$ cat config.mk
export PLATFORM = sky130hd
export DESIGN_NAME = rgb_bank_scheduler_flat
export DESIGN_NICKNAME = d
export VERILOG_FILES = /design/src/rtl/rgb_bank_scheduler_if.sv /design/src/rtl/rgb_bank_scheduler.sv /design/src/flat_wrapper.sv
export SDC_FILE = /design/constraint.sdc
export NUM_CORES = 2
export LEC_CHECK = 0
export BUFFER_PORTS_ARGS = -buffer_cell sky130_fd_sc_hd__clkbuf_2
export CAP_MARGIN = 30
export CORE_ASPECT_RATIO = 1.5
export CORE_MARGIN = 4
export CORE_UTILIZATION = 50
export DETAILED_ROUTE_END_ITERATION = 8
export GPL_TIMING_DRIVEN = 0
export PLACE_DENSITY = 0.77
export SLEW_MARGIN = 40
export SYNTH_ARGS = -nofsm -noshare
export SYNTH_HDL_FRONTEND = slang
export SYNTH_SLANG_ARGS = --single-unit
export TNS_END_PERCENT = 30
$ cat constraint.sdc
create_clock -name clk -period 2.9 [get_ports clk]
set_input_delay 0.58 -clock clk [delete_from_list [all_inputs] [get_ports clk]]
set_output_delay 0.58 -clock clk [all_outputs]
set_load 0.05 [all_outputs]
$ cat src/rtl/rgb_bank_scheduler_if.sv
`default_nettype none
// ============================================================================
// Module   : rgb_bank_scheduler_if
// Brief    : Host write port and serializer handshake for rgb_bank_scheduler.
// Revision : 1.0
// ============================================================================
interface rgb_bank_scheduler_if #(
  parameter int NUM_BANKS = 4,
  parameter int BANK_W    = 2
);
  logic [255:0]          data_in;
  logic                  data_write_copy;
  logic [7:0]            bank;
  logic                  enable;
  logic                  err_clr;
  logic [255:0]          pix_data;
  logic [BANK_W-1:0]     pix_bank;
  logic                  pix_start;
  logic                  pix_done;
  logic                  frame_done;
  logic [NUM_BANKS-1:0]  pending;
  logic                  err_bank;
  logic                  err_timeout;

  modport master (
    output data_in, data_write_copy, bank, enable, err_clr, pix_done,
    input  pix_data, pix_bank, pix_start, frame_done, pending, err_bank, err_timeout
  );

  modport slave (
    input  data_in, data_write_copy, bank, enable, err_clr, pix_done,
    output pix_data, pix_bank, pix_start, frame_done, pending, err_bank, err_timeout
  );
endinterface
`default_nettype wire

$ cat src/rtl/rgb_bank_scheduler.sv
`default_nettype none
// ============================================================================
// Module   : rgb_bank_scheduler
// Brief    : Shadows per-bank RGB images and hands them round-robin to the
//            LED serializer, followed by a latch gap and frame_done pulse.
// Revision : 1.0
// ============================================================================
module rgb_bank_scheduler #(
  parameter int NUM_BANKS      = 4,
  parameter int BANK_W         = 2,
  parameter int GAP_CYCLES     = 1200,
  parameter int TIMEOUT_CYCLES = 65535
) (
  input  wire logic           clk,
  input  wire logic           reset_n,
  rgb_bank_scheduler_if.slave bus_if
);

  localparam int                 C_MAX_CNT   = (GAP_CYCLES > TIMEOUT_CYCLES) ? GAP_CYCLES : TIMEOUT_CYCLES;
  localparam int                 C_CNT_W     = $clog2(C_MAX_CNT + 1);
  localparam logic [C_CNT_W-1:0] C_GAP_LAST  = C_CNT_W'(GAP_CYCLES - 1);
  localparam logic [C_CNT_W-1:0] C_TMO_LAST  = C_CNT_W'(TIMEOUT_CYCLES - 1);
  localparam logic [8:0]         C_NUM_BANKS = 9'(NUM_BANKS);
  localparam logic [BANK_W-1:0]  C_LAST_BANK = BANK_W'(NUM_BANKS - 1);

  typedef enum logic [1:0] {
    S_IDLE      = 2'd0,
    S_START     = 2'd1,
    S_WAIT_DONE = 2'd2,
    S_GAP       = 2'd3
  } state_t;

  state_t               r_state;
  logic [255:0]         r_shadow [NUM_BANKS];
  logic [NUM_BANKS-1:0] r_pending;
  logic [BANK_W-1:0]    r_ptr;
  logic [BANK_W-1:0]    r_pix_bank;
  logic [255:0]         r_pix_data;
  logic                 r_pix_start;
  logic                 r_frame_done;
  logic                 r_err_bank;
  logic                 r_err_timeout;
  logic [C_CNT_W-1:0]   r_cnt;

  logic                 w_any_pending;
  logic                 w_bank_in_range;
  logic                 w_wr_ok;
  logic                 w_wr_bad;
  logic [BANK_W-1:0]    w_wr_idx;
  logic [BANK_W-1:0]    w_sel;
  logic [BANK_W-1:0]    w_sel_next;
  logic [BANK_W-1:0]    w_cand;
  int                   w_idx;

  assign w_any_pending   = |r_pending;
  assign w_bank_in_range = ({1'b0, bus_if.bank} < C_NUM_BANKS);
  assign w_wr_ok         = bus_if.data_write_copy &&  w_bank_in_range;
  assign w_wr_bad        = bus_if.data_write_copy && !w_bank_in_range;
  assign w_wr_idx        = bus_if.bank[BANK_W-1:0];
  assign w_sel_next      = (w_sel == C_LAST_BANK) ? '0 : (w_sel + BANK_W'(1));

  // Scan offsets from the pointer downward so the nearest pending bank wins.
  always_comb begin
    w_sel  = r_ptr;
    w_idx  = 0;
    w_cand = '0;
    for (int i = NUM_BANKS - 1; i >= 0; i--) begin
      w_idx = int'(r_ptr) + i;
      if (w_idx >= NUM_BANKS) begin
        w_idx = w_idx - NUM_BANKS;
      end
      w_cand = BANK_W'(w_idx);
      if (r_pending[w_cand]) begin
        w_sel = w_cand;
      end
    end
  end

  always_ff @(posedge clk or negedge reset_n) begin
    if (!reset_n) begin
      r_state       <= S_IDLE;
      for (int i = 0; i < NUM_BANKS; i++) begin
        r_shadow[i] <= '0;
      end
      r_pending     <= '0;
      r_ptr         <= '0;
      r_pix_data    <= '0;
      r_pix_bank    <= '0;
      r_pix_start   <= 1'b0;
      r_frame_done  <= 1'b0;
      r_err_bank    <= 1'b0;
      r_err_timeout <= 1'b0;
      r_cnt         <= '0;
    end else begin
      r_pix_start  <= 1'b0;
      r_frame_done <= 1'b0;

      // Clear first so a coincident error event below keeps its flag set.
      if (bus_if.err_clr) begin
        r_err_bank    <= 1'b0;
        r_err_timeout <= 1'b0;
      end

      case (r_state)
        S_IDLE: begin
          if (bus_if.enable && w_any_pending) begin
            r_pix_data         <= r_shadow[w_sel];
            r_pix_bank         <= w_sel;
            r_pending[w_sel]   <= 1'b0;
            r_ptr              <= w_sel_next;
            r_pix_start        <= 1'b1;
            r_state            <= S_START;
          end
        end
        S_START: begin
          r_cnt   <= '0;
          r_state <= S_WAIT_DONE;
        end
        S_WAIT_DONE: begin
          if (bus_if.pix_done) begin
            r_cnt   <= '0;
            r_state <= (bus_if.enable && w_any_pending) ? S_IDLE : S_GAP;
          end else if (r_cnt == C_TMO_LAST) begin
            r_cnt         <= '0;
            r_err_timeout <= 1'b1;
            r_state       <= S_GAP;
          end else begin
            r_cnt <= r_cnt + C_CNT_W'(1);
          end
        end
        S_GAP: begin
          if (r_cnt == C_GAP_LAST) begin
            r_cnt        <= '0;
            r_frame_done <= 1'b1;
            r_state      <= S_IDLE;
          end else begin
            r_cnt <= r_cnt + C_CNT_W'(1);
          end
        end
        default: r_state <= S_IDLE;
      endcase

      // A write landing on the bank just selected re-arms it with the new image.
      if (w_wr_ok) begin
        r_shadow[w_wr_idx]  <= bus_if.data_in;
        r_pending[w_wr_idx] <= 1'b1;
      end
      if (w_wr_bad) begin
        r_err_bank <= 1'b1;
      end
    end
  end

  assign bus_if.pix_data    = r_pix_data;
  assign bus_if.pix_bank    = r_pix_bank;
  assign bus_if.pix_start   = r_pix_start;
  assign bus_if.frame_done  = r_frame_done;
  assign bus_if.pending     = r_pending;
  assign bus_if.err_bank    = r_err_bank;
  assign bus_if.err_timeout = r_err_timeout;

endmodule
`default_nettype wire

$ cat src/flat_wrapper.sv
// flat-port wrapper written by rule: the top's interface ports become plain ports
module rgb_bank_scheduler_flat 
#(
  parameter int NUM_BANKS      = 4,
  parameter int BANK_W         = 2,
  parameter int GAP_CYCLES     = 1200,
  parameter int TIMEOUT_CYCLES = 65535
)
  (clk, reset_n, bus_if_data_in, bus_if_data_write_copy, bus_if_bank, bus_if_enable, bus_if_err_clr, bus_if_pix_done, bus_if_pix_data, bus_if_pix_bank, bus_if_pix_start, bus_if_frame_done, bus_if_pending, bus_if_err_bank, bus_if_err_timeout);
  rgb_bank_scheduler_if #(.NUM_BANKS(NUM_BANKS), .BANK_W(BANK_W)) bus_if_i ();
  input  wire logic clk;
  input  wire logic reset_n;
  input wire logic [$bits(bus_if_i.data_in)-1:0] bus_if_data_in;
  input wire logic [$bits(bus_if_i.data_write_copy)-1:0] bus_if_data_write_copy;
  input wire logic [$bits(bus_if_i.bank)-1:0] bus_if_bank;
  input wire logic [$bits(bus_if_i.enable)-1:0] bus_if_enable;
  input wire logic [$bits(bus_if_i.err_clr)-1:0] bus_if_err_clr;
  input wire logic [$bits(bus_if_i.pix_done)-1:0] bus_if_pix_done;
  output wire logic [$bits(bus_if_i.pix_data)-1:0] bus_if_pix_data;
  output wire logic [$bits(bus_if_i.pix_bank)-1:0] bus_if_pix_bank;
  output wire logic [$bits(bus_if_i.pix_start)-1:0] bus_if_pix_start;
  output wire logic [$bits(bus_if_i.frame_done)-1:0] bus_if_frame_done;
  output wire logic [$bits(bus_if_i.pending)-1:0] bus_if_pending;
  output wire logic [$bits(bus_if_i.err_bank)-1:0] bus_if_err_bank;
  output wire logic [$bits(bus_if_i.err_timeout)-1:0] bus_if_err_timeout;
  assign bus_if_i.data_in = bus_if_data_in;
  assign bus_if_i.data_write_copy = bus_if_data_write_copy;
  assign bus_if_i.bank = bus_if_bank;
  assign bus_if_i.enable = bus_if_enable;
  assign bus_if_i.err_clr = bus_if_err_clr;
  assign bus_if_i.pix_done = bus_if_pix_done;
  assign bus_if_pix_data = bus_if_i.pix_data;
  assign bus_if_pix_bank = bus_if_i.pix_bank;
  assign bus_if_pix_start = bus_if_i.pix_start;
  assign bus_if_frame_done = bus_if_i.frame_done;
  assign bus_if_pending = bus_if_i.pending;
  assign bus_if_err_bank = bus_if_i.err_bank;
  assign bus_if_err_timeout = bus_if_i.err_timeout;
  rgb_bank_scheduler #(.NUM_BANKS(NUM_BANKS), .BANK_W(BANK_W), .GAP_CYCLES(GAP_CYCLES), .TIMEOUT_CYCLES(TIMEOUT_CYCLES)) u_core (.clk(clk), .reset_n(reset_n), .bus_if(bus_if_i));
endmodule
==> results.md <==
* Status: finished clean
* Routed len/inst at 24.49 um
* Fin Clk Skew at 31.63 ps
* Power per cell area at 903.3 nW/um2
* Worst r2r src: u_core.bus_if.pending[3]$_DFF_PN0_
* Slowest CP cell: buf_2
* Min Clock Period, post-route at 2857 ps
* Fill cell count at 8,540
* Row count at 150
* Unique masters post-synth at 47
* Least-Margin Pin Slew at 819.4 ps
* Largest buffer count on any clock path at 3
* Net Count, Synth at 4,055
* Slew HR at 0.4537
* Crit. End Element: flip-flop
* Drc violations at 0
* Synth area leader: dfrtp_1
* # setup viols final at 0
* Worst r2r path cells at 7
* Ys async rst share at 1.000
* Arr. time, crit path at 3450 ps
* CTS sink count at 1,310
* First-pass GRT wire length at 227,000 um
* Fin crit share at 0.9850
* Total GRT Usage at 0.2513
* GPL Wtd Cong at 0.8443
* Routed Antenna Nets at 0
* Mean post-synth cell area at 14.80 um2
* Critical path type: in -> reg
* Fin Setup TNS at 0 ps
* Setup Fix Bufs, Post-CTS at 0
* Most Frequent Cell on Critical Path: buf_2
* Share of cells above drive strength 1 at 0.4453
* Top cell type's share of synthesized area at 0.5858
* Top-level I/O count at 536
* CTS tree: built
* Crit-path max cell delay at 570 ps
* R2R setup slack at 120 ps
* Vias at 34.72k
* Die Span X at 281.2 um
* Crit-path leading delay family: simple AND/OR/NAND/NOR gates
* Clock Tree Root: clkbuf_16
* Hold_ws at 105.0 ps
* Iteration-0 DRC Markers at 2,295
* Pre-CTS WS at -1323 ps
* Post-synth EDFFs at 0
* Final Hold Viols at 0
* Peak supply drop at 949.8 uV
* Leakage at 34.03 nW
* Max Clk Rate at 0.3501 GHz
* Num CTS Buffers at 120
* Vias in the first global route at 37.21k
* Yosys reg bits at 1,310
* Avg Vias per Cell at 5.733
* Htree depth at 3
* Core area at 111,300 um2
* Main synth FF type: dfrtp_1
* Clk_lat worst skew at 730 ps
* Largest net degree at the start of global routing at 72
* Hold WC Path Type: in -> async
* Pwr Total at 59.53 mW
* Worst-path clk slew at 70 ps
* Synth-to-layout area growth at 17.76%
* Most frequent cells in the layout: 1,310 x dfrtp_1, 795 x mux2_2, 570 x clkbuf_2, 513 x mux2i_1, 275 x nor2_1
* DP HPWL at 101,100 um
* Final setup margin at 43.44 ps
* CP Cell Sequence: clkbuf_2 -> or4_4 -> nor3_4 -> nand2_1 -> nor3_2 -> buf_2 -> buf_2 -> mux2_2
* Layout Nets at 4,750
* Antenna violations before repair at 51
* First drt pass iteration count at 6
* Max-Cap Viols at 0
* Pins over their slew limit at 0
* Yosys Warn Count at 0
* Commonest non-fill, non-tap cell in the layout: dfrtp_1
* Post-synthesis sequential area ratio at 0.5858
* Top cells by area, synth: dfrtp_1 59%, mux2_2 16%, mux2i_1 9.2%
* CP required at 3490 ps
* Die H at 417.7 um
* Synthesized cell area at 55,960 um2
* Post-Synthesis Cells at 3,782
* WL final at 148,300 um
* Port Buffers at 535
* GRT Residual Overflow at 0
* Startpoint class of the critical path: input pin
* CP Buf/Inv Count at 3
* Initial Util at 0.5028
* Full die area at 117,400 um2
* Crit Reg-Reg Endpoint: u_core.bus_if.pix_data[114]$_DFFE_PN0P_
* Crit-path max FO at 10
-- kinds of logic (layout without fill, tap and decap cells) --
| group | Yosys count | in the layout | synth area share |
|---|---|---|---|
| compound gates | 299 | 299 | 0.04487 |
| simple gates | 353 | 353 | 0.02582 |
| fa+ha+maj | 3 | 3 | 0.0006708 |
| xor+xnor | 7 | 7 | 0.001096 |
| buf+inv | 273 | 1068 | 0.02855 |
| mux | 1537 | 1537 | 0.3132 |
| flops | 1310 | 1310 | 0.5858 |
| other cells | 0 | 35 | 0 |
-- worst min-delay path, stage by stage --
cell and delay [ps]:
clkbuf_16 150, buf_16 140, buf_16 110, buf_16 240
-- power breakdown --
part | leakage (nW) | total, mW | internal (mW) | switching, mW
logic | 14.3 | 20.3 | 6.11 | 14.2
clock network | 2.08 | 16.7 | 9.62 | 7.08
registers | 17.6 | 22.5 | 20.9 | 1.69
-- repair_timing --
| action | in CTS | in global routing |
|---|---|---|
| setup endpoints to repair | 508 | 422 |
| hold endpoints to repair | 45 | 0 |
| gates resized for setup | 59 | 34 |
| cloned | 2 | 0 |
| hold buffers | 14 | 0 |
-- cell usage after synthesis, types with 3 or more instances --
library cell / count
a21o_1: 5
a21oi_1: 6
a221oi_1: 256
buf_1: 23
buf_12: 22
buf_2: 142
buf_6: 5
clkbuf_1: 70
dfrtp_1: 1310
ha_1: 3
inv_1: 10
mux2_2: 795
mux2_4: 229
mux2i_1: 513
nand2_1: 32
nand3_1: 9
nand4_1: 5
nor2_1: 278
nor2b_1: 7
nor3_1: 3
nor4_1: 5
o211ai_1: 3
o21ai_0: 16
o22ai_1: 5
or3_1: 3
xnor2_1: 4
xor2_1: 3
-- per-layer routing --
layer	track usage	part of all wire	vias up
met3	0.06821	0.076	266
met1	0.3193	0.40	18200
met5	0	0.0011	-
met2	0.4075	0.48	1018
met4	0.1067	0.038	24
li1	-	-	15210
-- stage by stage --
stage	cell area, um2	util	std cells
after global placement	60440	0.5431	5761
after detailed placement	61070	0.5488	5783
after floorplan	55960	-	3782
after CTS	65730	0.5906	6021
final	65900	0.5921	6056
after global routing	65860	0.5918	6040
-- flip-flops by register name (all words and copies together), names as in the netlist --
| signal | flops |
|---|---|
| u_core.bus_if.pix_start | 1 |
| u_core.bus_if.pix_bank | 2 |
| u_core.bus_if.frame_done | 1 |
| u_core.r_cnt | 16 |
| u_core.bus_if.err_bank | 1 |
| u_core.bus_if.pix_data | 256 |
| u_core.bus_if.err_timeout | 1 |
| u_core.r_ptr | 2 |
| u_core.r_state | 2 |
| u_core.bus_if.pending | 4 |
| u_core.r_shadow | 1024 |
-- how the worst max path moves through the flow --
stage | endpoint | start | slack (ps) | cells past startpoint
global route | u_core.bus_if.pix_data[150]$_DFFE_PN0P_ | u_core.bus_if.pending[3]$_DFF_PN0_ | -5 | 9
CTS | u_core.r_shadow[702]$_DFFE_PN0P_ | bus_if_bank[5] | -30 | 8
detailed placement | u_core.r_shadow[701]$_DFFE_PN0P_ | reset_n | -1320 | 10
floorplan | u_core.r_shadow[282]$_DFFE_PN0P_ | bus_if_bank[5] | 390 | 8
global placement | u_core.r_shadow[701]$_DFFE_PN0P_ | reset_n | -29980 | 1
finish | u_core.r_shadow[991]$_DFFE_PN0P_ | bus_if_bank[5] | 40 | 8
-- cell type report --
class	count	area, um2	area share
Timing Repair Buffer	573	3661	0.05555
Inverter	11	43.79	0.0006645
Clock buffer	172	3531	0.05358
Multi-Input combinational cell	2199	21620	0.3281
Sequential cell	1310	32780	0.4974
Clock inverter	50	653.1	0.009911
Tap cell	1444	1807	0.02742
Buffer	262	1710	0.02595
Antenna cell	35	87.58	0.001329
Power figures use the tool's default switching activity.
